File: src/rtl/addersub_seq.sv
// ---------------------------------------------------------------------------
// addersub_seq
//
// Multi-cycle adder/subtractor. A WIDTH-bit operation is carried out CHUNK
// bits per clock through a small CHUNK-bit adder. The carry (or borrow) is
// passed from one chunk to the next in a register. One operation takes
// N = WIDTH/CHUNK RUN cycles, plus one accept cycle and one DONE cycle.
//
//   add : {cout, sum} = a + b + cin
//   sub : {cout, sum} = a + ~b + ~cin   (cout = 1 means no borrow)
//   ovf : signed overflow, computed as carry-into-MSB XOR carry-out-of-MSB
//
// Parameters:
//   WIDTH  operand/result width (>= 2)
//   CHUNK  bits processed per clock; must divide WIDTH exactly
//
// Ports:
//   clk        rising-edge clock
//   rst        synchronous active-high reset; aborts any operation
//   in_valid   operands valid           in_ready   block accepts operands (IDLE)
//   a, b       operands                 cin        carry-in / borrow-in
//   op         0 = add, 1 = subtract
//   out_valid  result valid (DONE)      out_ready  consumer takes the result
//   sum        result                   cout       carry-out / not-borrow
//   ovf        signed overflow
//
// Optional build macro:
//   ADDERSUB_SAT_EN  when defined, an overflowing result is replaced by the
//                    signed saturation limit for the sign of A. ovf still
//                    reads 1 and cout keeps the raw carry.
// ---------------------------------------------------------------------------
module addersub_seq #(
    parameter int WIDTH = 8,
    parameter int CHUNK = 2
) (
    input  logic             clk,
    input  logic             rst,
    input  logic             in_valid,
    output logic             in_ready,
    input  logic [WIDTH-1:0] a,
    input  logic [WIDTH-1:0] b,
    input  logic             cin,
    input  logic             op,
    output logic             out_valid,
    input  logic             out_ready,
    output logic [WIDTH-1:0] sum,
    output logic             cout,
    output logic             ovf
);

    localparam int N  = WIDTH / CHUNK;
    localparam int KW = (N > 1) ? $clog2(N) : 1;

    localparam logic [KW-1:0] K_ONE  = KW'(1);
    localparam logic [KW-1:0] K_LAST = KW'(N - 1);

    typedef enum logic [1:0] {
        ST_IDLE = 2'd0,
        ST_RUN  = 2'd1,
        ST_DONE = 2'd2
    } state_t;

    // Signed overflow from the MSB column. The carry into the MSB is
    // recovered as a ^ b ^ s of that column, so the per-chunk adder does not
    // have to expose internal carries.
    function automatic logic ovf_calc(
        input logic a_msb,
        input logic b_msb,
        input logic s_msb,
        input logic c_out
    );
        logic c_into_msb;
        c_into_msb = a_msb ^ b_msb ^ s_msb;
        return c_into_msb ^ c_out;
    endfunction

`ifdef ADDERSUB_SAT_EN
    // Signed saturation limit selected by the sign of operand A.
    function automatic logic [WIDTH-1:0] sat_limit(input logic a_neg);
        logic [WIDTH-1:0] lim;
        if (a_neg) begin
            lim = {1'b1, {(WIDTH-1){1'b0}}};
        end else begin
            lim = {1'b0, {(WIDTH-1){1'b1}}};
        end
        return lim;
    endfunction
`endif

    state_t           state_r;
    logic [WIDTH-1:0] a_r;
    logic [WIDTH-1:0] b_r;        // effective B: b for add, ~b for sub
    logic             carry_r;    // carry into the current chunk
    logic [KW-1:0]    k_r;        // current chunk index
    logic [WIDTH-1:0] sum_r;
    logic             cout_r;
    logic             ovf_r;
    logic             in_ready_r;
    logic             out_valid_r;

    logic [31:0]      base_s;
    logic [CHUNK-1:0] a_chunk_s;
    logic [CHUNK-1:0] b_chunk_s;
    logic [CHUNK:0]   chunk_full_s;
    logic [CHUNK-1:0] chunk_res_s;
    logic             chunk_cout_s;
    logic             ovf_s;

    // Chunk datapath: a CHUNK-bit adder working on slice k of the operands.
    assign base_s       = 32'(k_r) * 32'(CHUNK);
    assign a_chunk_s    = a_r[base_s +: CHUNK];
    assign b_chunk_s    = b_r[base_s +: CHUNK];
    assign chunk_full_s = {1'b0, a_chunk_s} + {1'b0, b_chunk_s}
                        + {{CHUNK{1'b0}}, carry_r};
    assign chunk_res_s  = chunk_full_s[CHUNK-1:0];
    assign chunk_cout_s = chunk_full_s[CHUNK];

    // The result MSB only exists in the last chunk, so ovf_s is only
    // meaningful (and only sampled) when k_r == K_LAST.
    assign ovf_s = ovf_calc(a_r[WIDTH-1], b_r[WIDTH-1],
                            chunk_res_s[CHUNK-1], chunk_cout_s);

    // Control FSM plus operand, carry and result registers.
    always_ff @(posedge clk) begin
        if (rst) begin
            state_r     <= ST_IDLE;
            a_r         <= '0;
            b_r         <= '0;
            carry_r     <= 1'b0;
            k_r         <= '0;
            sum_r       <= '0;
            cout_r      <= 1'b0;
            ovf_r       <= 1'b0;
            in_ready_r  <= 1'b1;
            out_valid_r <= 1'b0;
        end else begin
            case (state_r)
                ST_IDLE: begin
                    if (in_valid && in_ready_r) begin
                        // Subtraction is folded into the operands here, so
                        // RUN only ever adds.
                        a_r        <= a;
                        b_r        <= op ? ~b : b;
                        carry_r    <= op ? ~cin : cin;
                        k_r        <= '0;
                        in_ready_r <= 1'b0;
                        state_r    <= ST_RUN;
                    end else begin
                        state_r    <= ST_IDLE;
                    end
                end

                ST_RUN: begin
                    sum_r[base_s +: CHUNK] <= chunk_res_s;
                    carry_r                <= chunk_cout_s;
                    if (k_r == K_LAST) begin
                        cout_r      <= chunk_cout_s;
                        ovf_r       <= ovf_s;
`ifdef ADDERSUB_SAT_EN
                        // Overrides the chunk write above on overflow.
                        if (ovf_s) begin
                            sum_r <= sat_limit(a_r[WIDTH-1]);
                        end else begin
                            sum_r[base_s +: CHUNK] <= chunk_res_s;
                        end
`endif
                        out_valid_r <= 1'b1;
                        state_r     <= ST_DONE;
                    end else begin
                        k_r         <= k_r + K_ONE;
                    end
                end

                ST_DONE: begin
                    // Outputs hold until the consumer takes them.
                    if (out_ready) begin
                        out_valid_r <= 1'b0;
                        in_ready_r  <= 1'b1;
                        state_r     <= ST_IDLE;
                    end else begin
                        state_r     <= ST_DONE;
                    end
                end

                default: begin
                    // Recover from an illegal state encoding without
                    // producing a result.
                    state_r     <= ST_IDLE;
                    k_r         <= '0;
                    in_ready_r  <= 1'b1;
                    out_valid_r <= 1'b0;
                end
            endcase
        end
    end

    assign in_ready  = in_ready_r;
    assign out_valid = out_valid_r;
    assign sum       = sum_r;
    assign cout      = cout_r;
    assign ovf       = ovf_r;

endmodule

File: config.mk
export PLATFORM = sky130hd
export DESIGN_NAME = addersub_seq
export DESIGN_NICKNAME = d
export VERILOG_FILES = /design/src/rtl/addersub_seq.sv
export SDC_FILE = /design/constraint.sdc
export NUM_CORES = 1
export LEC_CHECK = 0
export ABC_CLOCK_PERIOD_IN_PS = 6050
export CORE_ASPECT_RATIO = 1.5
export CORE_MARGIN = 4
export CORE_UTILIZATION = 54
export DETAILED_ROUTE_END_ITERATION = 10
export PLACE_DENSITY = 0.83
export SETUP_SLACK_MARGIN = 0.15
export SYNTH_ARGS = -nofsm -noshare
export SYNTH_HDL_FRONTEND = slang
export SYNTH_SLANG_ARGS = --single-unit
File: constraint.sdc
create_clock -name clk -period 6.05 [get_ports clk]
set_input_delay 0.9075 -clock clk [delete_from_list [all_inputs] [get_ports clk]]
set_output_delay 0.9075 -clock clk [all_outputs]
set_load 0.05 [all_outputs]
==> impl_metrics.tcl, run 1 <==
set metrics [dict create \
    critPathLaunch "k_r[0]$_SDFFE_PP0P_" \
    synth-seq-area-share 0.396 \
    grt_start_max_net_pins 35 \
    path_clk_slew_ps 60 \
    layout.nets 230 \
    fp.dieW_um 53.4 \
    fin_crit_sh 0.471 \
    drv_cap 0 \
    outcome "completed" \
    synth_area_um2 1670 \
    port_buffers 33 \
    synth.avg_cell_area_um2 9.77 \
    ys.flop_type "dfxtp_1" \
    synth.net_count 201 \
    min_path_cells 2 \
    fin_worst_skew_ps 3.20 \
    setup-tns-final_ps 0 \
    clock-sinks 33 \
    timing.final.crit_period_ps 2850 \
    clk_path_buf_depth 2 \
    required_ps 6250 \
    first_pass_iters 4 \
    max_freq_mhz 351 \
    leakagePower_nw 0.743 \
    drive_above_1_share 0.100 \
    cts-hold-fix-buffers 0 \
    gr-total-overflow 0 \
    cts_tree "built" \
    num_rows 24 \
    cts_root_buffer "clkbuf_8" \
    met3_usage 0.0626 \
    max_slew_margin 0.330 \
    synth_cell_type_count 34 \
    yosysWarningCount 0 \
    rrSetupSlack_ps 3200 \
    final_antenna_net_count 0 \
    die_h_um 76.1 \
    grt_usage 0.197 \
    dpl.hpwl_um 2640 \
    cts_buffers 5 \
    routed_wl_um 3570 \
    peakVddDrop_v 0.000216 \
    end_kind "flip-flop" \
    netlist_instances 171 \
    async_flop_share 0 \
    grt_pass1_wl_um 5990 \
    path_class "reg -> reg" \
    fillCellCount 260 \
    finalCoreUtilization 0.705 \
    use_met1 0.204 \
    die_area_um2 4070 \
    start_util 0.568 \
    power.total_mw 0.512 \
    cp_max_fo 13 \
    min_from "sum[2]$_SDFFE_PP0P_" \
    top_usage_layer "met2" \
    hold_viol_final 0 \
    rsz0062_at_grt "false" \
    antenna_found_initial 0 \
    gp_congestion 0.853 \
    tightest_slew_ps 1010 \
    antenna-diode-count 0 \
    cts_resized 0 \
    hp-class "reg -> reg" \
    grt_util_met2 0.343 \
    syn2layout_area_growth_pct 24.1 \
    cts.htree.levels 2 \
    post_drt_wl_per_cell_um 14.9 \
    grt_pass1_vias 1383 \
    r2r_start "k_r[0]$_SDFFE_PP0P_" \
    cts_setup_buffers 0 \
    synth_edf_count 0 \
    vias 1380 \
    maxSlewViolCount 0 \
    core_um2 2940 \
    synth-seq-cells 33 \
    worst_hold_slack_ps 456 \
    insertion_delay_ps 290 \
    viasPerCell 5.77 \
    r2r_cells 6 \
    crit_path_start_kind "flip-flop" \
    min_to "sum[2]$_SDFFE_PP0P_" \
    drt_iter0_markers 28 \
    finalSetupViolations 0 \
    drcViolationCount 0 \
    arrival_ps 3050 \
    ioPinCount 34 \
    r2r-end "ovf$_SDFFE_PP0P_" \
    power.density_nw_per_um2 247 \
]
## placed cells by master (no fill, tap or decap), types with 3 or more instances in the layout
cell type        Yosys  routed
dfxtp_1             33      33
mux4_2               4       4
clkdlybuf4s50_1      0      33
a32oi_1              6       6
inv_1                3       3
xnor2_1             11      11
nand3b_1             6       6
ha_1                 6       6
nor3b_1              3       3
a21oi_1             14      14
nor2_1              23      23
clkbuf_8             0       6
nand2_1             20      20
a211oi_2             8       8
## layout make-up
type                    count  area, um^2  area share
clock buffers               7        86.3      0.0416
repair buffers             34         338       0.163
flip-flops and latches     33         661       0.319
multi-input cells         123         928       0.448
inverters                   3        11.3     0.00543
well taps                  39        48.8      0.0235
## Yosys cell counts, types with 3 or more instances
cell type,number,area share
a32oi_1,6,0.031
a21oi_1,14,0.042
nand2_1,20,0.045
nand3b_1,6,0.027
nor2_1,23,0.052
mux4_2,4,0.054
ha_1,6,0.045
nor3b_1,3,0.013
inv_1,3,0.0067
buf_2,5,0.015
dfxtp_1,33,0.40
clkbuf_1,4,0.0090
a211oi_2,8,0.060
xnor2_1,11,0.058
## per-stage QoR
step | area (um^2) | setup WS (ps) | instances
floorplan | 1670 | 3440 | 171
global placement | 1990 | 3290 | 232
detailed placement | 1990 | 3210 | 232
CTS | 2070 | 3200 | 239
global route | 2070 | 3020 | 239
finish | 2070 | 3200 | 239
## state kept, by name (all words and copies together), names as in the netlist
name,count
a_r,8
b_r,8
carry_r,1
cout,1
in_ready,1
k_r,2
out_valid,1
ovf,1
state_r,2
sum,8
## cells by family (layout without fill, tap and decap cells)
logic type               Yosys count  in the layout  synth area share
AO/OA/AOI/OAI                     36             36             0.175
XOR/XNOR                          12             12            0.0629
adder cells (fa/ha/maj)            8              8            0.0689
buffers and inverters             15             44            0.0487
flip-flops                        33             33             0.396
multiplexers                       5              5            0.0599
AND/OR/NAND/NOR                   62             62             0.190
## worst max path at each step
stage,to,slack [ps],cells after the start
floorplan,ovf$_SDFFE_PP0P_,3440,7
global placement,ovf$_SDFFE_PP0P_,3290,6
detailed placement,ovf$_SDFFE_PP0P_,3210,6
CTS,ovf$_SDFFE_PP0P_,3200,6
global route,ovf$_SDFFE_PP0P_,3020,6
finish,ovf$_SDFFE_PP0P_,3200,6
## critical path, cell delays in order (launching register included)
cell and delay [ps]:
dfxtp_1 630, mux4_2 590, fa_1 420, fa_1 630, xnor2_1 170, xnor2_1 90, a311oi_1 240
## per-layer routing
metal  vias to the layer above  share of wire
met1                       653           0.37
met2                        52           0.54
li1                        663              -
met5                         -              0
met4                         0          0.023
met3                        12          0.057
## where the power goes
part	internal [mW]	switching (mW)
Clock	0.0901	0.0763
Combinational	0.0496	0.0529
Sequential	0.230	0.0133
Power figures use the tool's default switching activity.
==> inputs of run 2 (changes only) <==
- ABC_CLOCK_PERIOD_IN_PS: 6050 -> 2300
- CORE_UTILIZATION: 54 -> 46
- PLACE_DENSITY: 0.83 -> 0.76
- clock period: 6.05 -> 2.3 ns (I/O delays scaled with it)
==> run 2 against run 1 <==
Effect of this change:
- sequential share of layout area down 1.7 points
- critical path depth increased by 1
- the flow now finishes with violations (setup timing)
- critical path type unchanged
- maximum frequency grew 22%
- critical endpoint is now sum[7]$_SDFFE_PP0P_
==> impl_metrics.tcl, run 2 (synthesis results as in run 1) <==
set metrics [dict create \
    viasPerCell 5.57 \
    drt_iter0_markers 41 \
    drive_above_1_share 0.171 \
    maxSlewViolCount 0 \
    final_antenna_net_count 0 \
    peakVddDrop_v 0.000483 \
    end_kind "flip-flop" \
    arrival_ps 2520 \
    core_um2 3450 \
    dpl.hpwl_um 2740 \
    r2r_start "k_r[0]$_SDFFE_PP0P_" \
    max_slew_margin 0.653 \
    gr-total-overflow 0 \
    worst_hold_slack_ps 461 \
    cts.htree.levels 2 \
    fin_worst_skew_ps 4.49 \
    path_class "reg -> reg" \
    clk_path_buf_depth 2 \
    num_rows 26 \
    routed_wl_um 3820 \
    path_common_cell "fa_2" \
    syn2layout_area_growth_pct 31.9 \
    antenna_found_initial 0 \
    power.density_nw_per_um2 648 \
    layout_common_cells "clkdlybuf4s50_1, dfxtp_1, nor2_1" \
    antenna-diode-count 0 \
    r2r_cells 7 \
    port_buffers 33 \
    die_h_um 81.8 \
    setup_ws_ps -43.2 \
    first_pass_iters 5 \
    post_drt_wl_per_cell_um 15.1 \
    path_cells "mux4_2, fa_2, fa_2, buf_4, buf_6, a32oi_2, nor2_1" \
    violations "setup timing" \
    drv_cap 0 \
    cts_buffers 5 \
    fp.dieW_um 57.2 \
    gp_congestion 0.764 \
    drcViolationCount 0 \
    cts_root_buffer "clkbuf_8" \
    hold_viol_final 0 \
    grt_usage 0.162 \
    grt_start_max_net_pins 27 \
    min_from "sum[2]$_SDFFE_PP0P_" \
    clock-sinks 33 \
    finalSetupViolations 2 \
    insertion_delay_ps 280 \
    min_path_cells 2 \
    outcome "finished with violations" \
    grt_pass1_wl_um 5800 \
    grt_pass1_vias 1361 \
    layout.nets 240 \
    leakagePower_nw 0.809 \
    max_stage_delay_ps 510 \
    vias 1410 \
    cp.buffers_inverters 2 \
    cp_max_fo 4 \
    fillCellCount 310 \
    required_ps 2480 \
    fin_crit_sh 1.02 \
    dpl.cell_count 243 \
    timing.final.crit_period_ps 2340 \
    max_freq_mhz 427 \
    power.total_mw 1.43 \
    ioPinCount 34 \
    hp-class "reg -> reg" \
    post-place-ws_ps -72.7 \
    crit_path_start_kind "flip-flop" \
    start_util 0.484 \
    final-instance-count-excl-fill 253 \
    critPathLaunch "k_r[0]$_SDFFE_PP0P_" \
    cts_tree "built" \
    final_common_cell "clkdlybuf4s50_1" \
    tightest_slew_ps 519 \
    die_area_um2 4680 \
    rsz0062_at_grt "true" \
    cp.depth 7 \
    cp_slowest_cell "mux4_2" \
    path_clk_slew_ps 70 \
    crit_family "adder cells" \
]
[run 2: where the power goes]
part	leakage, nW	switching, mW	total [mW]	internal (mW)
combinational	0.485	0.153	0.315	0.162
sequential	0.270	0.0290	0.634	0.605
clock	0.0542	0.208	0.479	0.270
total	0.809	0.390	1.43	1.04
[run 2: area by class of cell]
type	count	area, um^2	area share
inverters	3	11.3	0.00511
multi-input cells	123	941	0.427
flip-flops and latches	33	664	0.302
clock buffers	7	96.3	0.0437
clock inverters	1	5.00	0.00227
repair buffers	44	433	0.196
well taps	42	52.6	0.0239
[run 2: routing by layer]
metal / vias to the layer above / global-route usage / wire length [um]
met5: - / 0 / 0
met4: 0 / 0.0998 / 74
met3: 8 / 0.0425 / 165
met2: 37 / 0.301 / 2140
met1: 683 / 0.158 / 1440
li1: 682 / - / -
[run 2: tightest hold or removal path: stages, from the launching register on]
cell and delay (ps):
dfxtp_1 310, nand2_1 60, a21oi_1 50
[run 2: what timing repair did]
action	CTS	global route
pin swaps	2	2
resized for setup	1	4
setup buffers	1	1
endpoints found under the setup margin	7	7
hold buffers	0	0
[run 2: worst paths after layout]
check | endpoint | slack (ps)
setup / recovery | sum[7]$_SDFFE_PP0P_ | -40
hold / removal | sum[2]$_SDFFE_PP0P_ | 460
setup reg to reg | sum[7]$_SDFFE_PP0P_ | -40
hold reg to reg | sum[2]$_SDFFE_PP0P_ | 460
[run 2: through the flow]
stage          instance area (um^2)  TNS [ps]   util
3_3_place_gp                   2070     -11.0  0.599
4_1_cts                        2180     -17.1  0.632
5_1_grt                        2200      -353  0.639
3_5_place_dp                   2070     -78.3  0.599
2_1_floorplan                  1680      -143      -
6_report                       2200     -52.7  0.639
==> inputs of run 3 (changes only) <==
- CORE_ASPECT_RATIO: 1.5 -> unset
==> run 3 against run 2 <==
Effect of this change:
- the run now ends clean
- utilization decreased by 0.82 points
- flip-flop and latch count did not move
- die area fell by 0.42%
- worst hold slack better by 2.8 ps
- final cell count rose by 1.2%
- combinational power is 5% lower
- critical endpoint is now ovf$_SDFFE_PP0P_
- largest cell class unchanged
- highest routed layer unchanged
==> impl_metrics.tcl, run 3 (synthesis results as in run 1) <==
set metrics [dict create \
    power.total_mw 1.39 \
    core_um2 3420 \
    rrSetupSlack_ps 8 \
    grt_usage 0.170 \
    finalCoreUtilization 0.631 \
    fin_crit_sh 0.996 \
    port_buffers 33 \
    insertion_delay_ps 340 \
    r2r_cells 6 \
    dpl_cell_area_um2 2060 \
    dpl.cell_count 247 \
    hp-class "reg -> reg" \
    setup_ws_ps 8.16 \
    viasPerCell 5.45 \
    dpl.hpwl_um 2690 \
    grt_pass1_vias 1339 \
    max_freq_mhz 436 \
    peakVddDrop_v 0.000347 \
    post-place-ws_ps -83.8 \
    min_to "a_r[3]$_SDFFE_PP0P_" \
    outcome "completed" \
    grt_pass1_wl_um 5800 \
    worst_hold_slack_ps 464 \
    antenna_found_initial 0 \
    min_path_cells 2 \
    routed_wl_um 3520 \
    start_util 0.489 \
    final-instance-count-excl-fill 256 \
    fin_area_um2 2150 \
    cts.htree.levels 2 \
    hold_viol_final 0 \
    fin_worst_skew_ps 7.73 \
    end_kind "flip-flop" \
    max_slew_margin 0.667 \
    setup-tns-final_ps 0 \
    layout_common_cells "clkdlybuf4s50_1, dfxtp_1, nor2_1" \
    leakagePower_nw 0.790 \
    vias 1396 \
    clock-sinks 33 \
    post_drt_wl_per_cell_um 13.8 \
    final_common_cell "clkdlybuf4s50_1" \
    clk_path_buf_depth 2 \
    drt_iter0_markers 44 \
    num_rows 21 \
    cts_buffers 5 \
    cts-hold-fix-buffers 0 \
    cts_root_buffer "clkbuf_4" \
    die_area_um2 4660 \
    grt_start_max_net_pins 27 \
    gp_congestion 0.868 \
    r2r_start "k_r[0]$_SDFFE_PP0P_" \
    gr-total-overflow 0 \
    tightest_slew_ps 498 \
    path_class "reg -> reg" \
    arrival_ps 2540 \
    crit_path_start_kind "flip-flop" \
    syn2layout_area_growth_pct 29.0 \
    fp.dieW_um 68.3 \
    drcViolationCount 0 \
    cp_max_fo 4 \
    required_ps 2550 \
    maxSlewViolCount 0 \
    power.density_nw_per_um2 644 \
    r2r-end "ovf$_SDFFE_PP0P_" \
    drv_cap 0 \
    first_pass_iters 4 \
    drive_above_1_share 0.152 \
    rsz0062_at_grt "true" \
    antenna-diode-count 0 \
    timing.final.crit_period_ps 2290 \
    path_clk_slew_ps 100 \
    layout.nets 239 \
    finalSetupViolations 0 \
    die_h_um 68.3 \
    ioPinCount 34 \
    min_from "a_r[3]$_SDFFE_PP0P_" \
    cts_tree "built" \
    final_antenna_net_count 0 \
    fillCellCount 286 \
]
run 3: changes by cell type in the layout (fill, tap and decap cells not counted), sizes merged:
cell	change
buf	-1
clkinv	-1
bufinv	+1
run 3: how the worst max path moves through the flow:
stage,from,end,cells after the start
6_report,k_r[0]$_SDFFE_PP0P_,ovf$_SDFFE_PP0P_,6
5_1_grt,k_r[0]$_SDFFE_PP0P_,ovf$_SDFFE_PP0P_,6
4_1_cts,k_r[0]$_SDFFE_PP0P_,ovf$_SDFFE_PP0P_,6
3_5_place_dp,k_r[0]$_SDFFE_PP0P_,ovf$_SDFFE_PP0P_,6
3_3_place_gp,k_r[0]$_SDFFE_PP0P_,ovf$_SDFFE_PP0P_,6
2_1_floorplan,k_r[0]$_SDFFE_PP0P_,ovf$_SDFFE_PP0P_,7
run 3: repair_timing:
item                                    CTS  global route
endpoints found under the setup margin    7             7
pin swaps                                 3             1
gates resized for setup                   1             0
setup buffers                             1             0
run 3: critical path: stages (launching register included):
cell and delay [ps]:
dfxtp_4 380, mux4_2 510, fa_2 370, fa_1 470, xnor2_1 150, xnor2_1 130, a311oi_1 190
run 3: power by group:
part,switching [mW],internal [mW]
Combinational,0.149,0.149
Clock,0.197,0.259
Sequential,0.0281,0.605
Total,0.375,1.01
run 3: routing by layer:
layer / share of wire / track usage / wire length, um
met1: 0.41 / 0.172 / 1430
met4: 0.017 / 0.0670 / 61
met5: 0 / 0 / 0
met2: 0.53 / 0.313 / 1870
met3: 0.046 / 0.0608 / 163
run 3: area by class of cell:
class                           instances  area (um^2)  area share
Multi-Input combinational cell        123          931       0.432
Sequential cell                        33          664       0.308
Inverter                                3         11.3     0.00523
Tap cell                               46         57.6      0.0267
Clock buffer                            7         55.1      0.0256
Clock inverter                          1         30.0      0.0139
Timing Repair Buffer                   43          405       0.188
